<file path="src/rtl/freq_meter_if.sv">
// Measurement-side signals of freq_meter: the asynchronous input and the published result.
interface freq_meter_if #(
  parameter int unsigned CNT_W = 24
);
  logic             sig_in;
  logic [CNT_W-1:0] freq_out;
  logic             valid;
  logic             ovf;
  logic             gate;

  modport master (output sig_in, input freq_out, input valid, input ovf, input gate);
  modport slave  (input sig_in, output freq_out, output valid, output ovf, output gate);
endinterface

</file>
<file path="src/rtl/freq_meter.sv">
// Gated frequency counter: counts rising edges of an asynchronous input over
// back-to-back windows of FREQ clock cycles and publishes each total with a strobe.
module freq_meter #(
  parameter int unsigned FREQ  = 25175000,
  parameter int unsigned CNT_W = 24
) (
  input  logic        mclk_i,
  input  logic        nrst_i,
  freq_meter_if.slave meas
);
  localparam int unsigned      GW        = $clog2(FREQ);
  localparam logic [GW-1:0]    GATE_LAST = GW'(FREQ - 1);
  localparam logic [CNT_W-1:0] CNT_MAX   = {CNT_W{1'b1}};

  typedef enum logic {SETTLE, MEASURE} state_e;

  state_e           state_q;
  logic             settle_q;
  logic             s1_q, s2_q, s3_q;
  logic [GW-1:0]    gate_cnt_q;
  logic [CNT_W-1:0] edge_cnt_q;
  logic             sat_q;
  logic [CNT_W-1:0] freq_q;
  logic             valid_q;
  logic             ovf_q;
  logic             gate_q;

  logic edge_c;
  logic at_max_c;
  logic win_end_c;

  always_comb begin
    edge_c    = (state_q == MEASURE) && s2_q && !s3_q;
    at_max_c  = (edge_cnt_q == CNT_MAX);
    win_end_c = (state_q == MEASURE) && (gate_cnt_q == GATE_LAST);
  end

  always_ff @(posedge mclk_i) begin
    if (!nrst_i) begin
      state_q    <= SETTLE;
      settle_q   <= 1'b0;
      s1_q       <= 1'b0;
      s2_q       <= 1'b0;
      s3_q       <= 1'b0;
      gate_cnt_q <= '0;
      edge_cnt_q <= '0;
      sat_q      <= 1'b0;
      freq_q     <= '0;
      valid_q    <= 1'b0;
      ovf_q      <= 1'b0;
      gate_q     <= 1'b0;
    end else begin
      s1_q    <= meas.sig_in;
      s2_q    <= s1_q;
      valid_q <= 1'b0;
      if (state_q == SETTLE) begin
        // Preload s3 with the level s2 is about to take, so a level already high
        // when MEASURE starts is never mistaken for a rising edge.
        s3_q     <= s1_q;
        settle_q <= 1'b1;
        if (settle_q) begin
          state_q <= MEASURE;
          gate_q  <= 1'b1;
        end
      end else begin
        s3_q <= s2_q;
        if (win_end_c) begin
          gate_cnt_q <= '0;
          freq_q     <= (edge_c && !at_max_c) ? edge_cnt_q + CNT_W'(1) : edge_cnt_q;
          ovf_q      <= sat_q | (edge_c & at_max_c);
          valid_q    <= 1'b1;
          edge_cnt_q <= '0;
          sat_q      <= 1'b0;
        end else begin
          gate_cnt_q <= gate_cnt_q + GW'(1);
          // Saturating count; sat marks that at least one edge was dropped.
          if (edge_c) begin
            if (at_max_c) sat_q <= 1'b1;
            else          edge_cnt_q <= edge_cnt_q + CNT_W'(1);
          end
        end
      end
    end
  end

  assign meas.freq_out = freq_q;
  assign meas.valid    = valid_q;
  assign meas.ovf      = ovf_q;
  assign meas.gate     = gate_q;

endmodule

</file>
<file path="src/flat_wrapper.sv">
// flat-port wrapper written by rule: the top's interface ports become plain ports
module freq_meter_flat 
#(
  parameter int unsigned FREQ  = 25175000,
  parameter int unsigned CNT_W = 24
)
  (mclk_i, nrst_i, meas_sig_in, meas_freq_out, meas_valid, meas_ovf, meas_gate);
  freq_meter_if #(.CNT_W(CNT_W)) meas_i ();
  input  logic mclk_i;
  input  logic nrst_i;
  input wire logic [$bits(meas_i.sig_in)-1:0] meas_sig_in;
  output wire logic [$bits(meas_i.freq_out)-1:0] meas_freq_out;
  output wire logic [$bits(meas_i.valid)-1:0] meas_valid;
  output wire logic [$bits(meas_i.ovf)-1:0] meas_ovf;
  output wire logic [$bits(meas_i.gate)-1:0] meas_gate;
  assign meas_i.sig_in = meas_sig_in;
  assign meas_freq_out = meas_i.freq_out;
  assign meas_valid = meas_i.valid;
  assign meas_ovf = meas_i.ovf;
  assign meas_gate = meas_i.gate;
  freq_meter #(.FREQ(FREQ), .CNT_W(CNT_W)) u_core (.mclk_i(mclk_i), .nrst_i(nrst_i), .meas(meas_i));
endmodule
</file>
<file path="config.mk">
export PLATFORM = sky130hd
export DESIGN_NAME = freq_meter_flat
export DESIGN_NICKNAME = d
export VERILOG_FILES = /design/src/rtl/freq_meter_if.sv /design/src/rtl/freq_meter.sv /design/src/flat_wrapper.sv
export SDC_FILE = /design/constraint.sdc
export NUM_CORES = 1
export LEC_CHECK = 0
export ABC_AREA = 1
export CELL_PAD_IN_SITES_DETAIL_PLACEMENT = 1
export CELL_PAD_IN_SITES_GLOBAL_PLACEMENT = 1
export CORE_MARGIN = 5
export CORE_UTILIZATION = 40
export DETAILED_ROUTE_END_ITERATION = 8
export PLACE_DENSITY = 0.86
export SYNTH_ARGS = -nofsm -noshare
export SYNTH_HDL_FRONTEND = slang
export SYNTH_SLANG_ARGS = --single-unit
</file>
<file path="constraint.sdc">
create_clock -name mclk_i -period 4.8 [get_ports mclk_i]
set_input_delay 0.72 -clock mclk_i [delete_from_list [all_inputs] [get_ports mclk_i]]
set_output_delay 0.72 -clock mclk_i [all_outputs]
set_load 0.03 [all_outputs]
</file>
==> impl_results.md <==
- Period minus WS final: 2.77 ns
- WP depth: 5
- Top cell type's share of synthesized area: 0.406
- RSZ-0062 raised after global routing: no
- Combinational power share: 0.027
- Later-pin clock latency in the skew report: 0.37 ns
- Setup TNS: 0 ns
- Antenna viol nets, final: 0
- Most frequent cells in the layout: nand2_1, dfxtp_1, nor2_1
- Core Area: 9820 sq um
- Die area: 12200 sq um
- Final Wtd Congestion: ~0.86
- Final WL: 10.8 mm
- Compound-gate portion of the synthesized area: 0.0768
- TritonRoute pass-1 iters: 4
- Std cell rows: 36
- Clock buffer count from CTS: 9
- Net Sw Power: just under 0.3 mW
- WL/cell: 14.1 um
- Residual DRC: 0
- DIE HEIGHT: 110 um
- Mapped cell area: ~4000 sq um
- Pleak: 1.91 nW
- Clk sinks: 82
- Gate Count Post-Synth: between 600 and 700
- P per Cell Area: 269 nW/um^2
- Slew Viols, Final: 0
- Global-route wire length before repair: 18.5 mm
- Io pins: 30
- Slew HR: 0.249
- Total power: between 1 and 1.5 mW
- Status: finished clean
- Number of flip-flops in the largest register: 25
- # setup viols final: 0
- # fillers: about 1300
- Layout cells sized above 1: 0.0555
- Post-synthesis xor/xnor area fraction: 0.0347
- Worst-case reg-to-reg path depth: 7
- Flops & latches, synth: 82
- Clock root cell: clkbuf_8
- Switching part of the total power: 0.241
- Congestion Overflow GR: 0
- Crit Path Class: in2reg
- Syn-to-layout area delta: 13.5%
- Sequential Area: 1640 sq um
- Clock buffer depth: 2
- Initial antenna violation count: 0
- Largest net degree at the start of global routing: 43
- DR vias: a little under 4000
- Fraction of registers with async set/reset: 0
- Clock-pin slew on the worst setup and hold paths: 0.09 ns
- Syn Area/Cell: 6.72 sq um
- Yosys cell types: 36
- Starting density of the core: 0.411
- Largest family of logic cells by synthesized area: simple AND/OR/NAND/NOR gates
- Peak VDD IR: about 0.17 mV
- Worst EP arrival: 3.06 ns
- Vias per cell: 5.09
- Antenna diode count: 0
- Worst R2R Setup Slack: 2.29 ns
- Post-synth EDFFs: 0
- Setup Buffers After CTS: 0
- H-tree level count: 3
- Area occupied by multi-input gates: 2130 sq um
- Crit path max fanout: 42
- Share of power burned in registers: 0.559
- Total Routing Usage GR: 0.180
- Crit path max-delay cell type: a21oi_4
- Critical path launch point type: primary input
- Pint: 0.935 mW
- Period utilization: 0.576
- Port bufs: 29
- Final Skew: 0.0136 ns
- Critical Path Sink Type: flop
- Buffers & Inverters on Critical Path: 2
- WP data required: 5.09 ns
- Simple-Gate Fraction of Synth Area: 0.407
- Post-synthesis mux area share: 0
- Warnings from Yosys: 0
- Slowest stage delay, CP: 0.96 ns
- Hold Path Depth: 2
- Worst slew pin tran: 1.12 ns
- Synth Flop Type: dfxtp_1
- CP Cell Sequence: clkdlybuf4s50_1 -> clkinv_1 -> a21oi_4 -> o21ai_0 -> nor2_1
- Max Cap Viol: 0
- Yosys top cell by area: dfxtp_1
- Hold crit path type: reg2reg
- Biggest register: u_core.gate_cnt_q
- CTS tree: done
- Nets: 631
- FMAX: 362 MHz
- Count of final hold-check violations: 0
- Die Width: 110 um
- Adder and majority gate portion of the synthesized area: 0.00620
- Seq/Total Area, Yosys: 0.406
- Cts hold-fix bufs: 0
- Clk pwr share: 0.414
- Mapped Nets: 606
- Post-DP HPWL: slightly below 8 mm
- Commonest non-fill, non-tap cell in the layout: nand2_1
- Post-CTS Resized: 0
- Largest delay share family, worst path: compound AO/OA/AOI/OAI gates
- Drt initial violations: 134
- Leading post-synthesis cells by cell area: dfxtp_1, nand2_1, nor2_1
- Number of global-route vias before repair: roughly 4100
==> metrics by stage <==
stage,worst slack (ns),cells,util,area [sq um],hold slack (ns)
after detailed placement,1.61,748,0.447,4390,0.438
after global routing,1.78,764,0.467,4580,0.489
after floorplan,3.20,601,-,4040,0.408
after CTS,1.99,764,0.467,4580,0.457
after global placement,1.75,748,0.447,4390,0.435
final,2.03,764,0.467,4580,0.456
==> final timing paths <==
path	from	end
setup / recovery	nrst_i	u_core.gate_cnt_q[15]$_SDFFE_PN0P_
hold / removal	u_core.meas.freq_out[16]$_SDFFE_PN0P_	u_core.meas.freq_out[16]$_SDFFE_PN0P_
setup reg to reg	u_core.state_q$_SDFF_PN0_	u_core.gate_cnt_q[1]$_SDFFE_PN0P_
hold reg to reg	u_core.meas.freq_out[16]$_SDFFE_PN0P_	u_core.meas.freq_out[16]$_SDFFE_PN0P_
==> cells in the mapped netlist (all sizes together), types with 2 or more instances <==
library cell	instances
a21oi	37
buf	14
dfxtp	82
ha	2
inv	43
nand2	247
nand3	26
nand3b	4
nand4	13
nor2	79
nor3	12
o211a	2
o21ai	11
o21bai	3
or2	2
xnor2	7
xor2	9
==> layer usage <==
layer  share of wire  GRT usage
met2            0.51      0.329
met5               0          0
met4           0.013     0.0542
met3           0.027     0.0377
met1            0.45      0.208
==> power groups by stage <==
stage | registers [mW] | logic, mW | clock network, mW
floorplan | 0.704 | 0.0270 | 0
finish | 0.689 | 0.0329 | 0.510
global route | 0.690 | 0.0373 | 0.547
global placement | 0.705 | 0.0320 | 0
detailed placement | 0.705 | 0.0336 | 0
CTS | 0.689 | 0.0337 | 0.524
==> worst min-delay path, stage by stage, from the launching register on <==
cell	delay (ns)
dfxtp_1	0.32
nand2_1	0.06
nand2_1	0.04
==> area by class of cell <==
type                    instances  area share
repair buffers                 29      0.0633
clock buffers                  10      0.0278
inverters                      44      0.0360
flip-flops and latches         82       0.358
well taps                     133      0.0363
clock inverters                 6      0.0145
multi-input cells             460       0.464
==> logic make-up (layout without fill, tap and decap cells) <==
logic type	after synthesis	count (layout)
AND/OR/NAND/NOR	386	386
flip-flops	82	82
buffers and inverters	59	89
AO/OA/AOI/OAI	56	56
XOR/XNOR	16	16
adder cells (fa/ha/maj)	2	2
No activity file was read; power rests on OpenSTA's default activity.
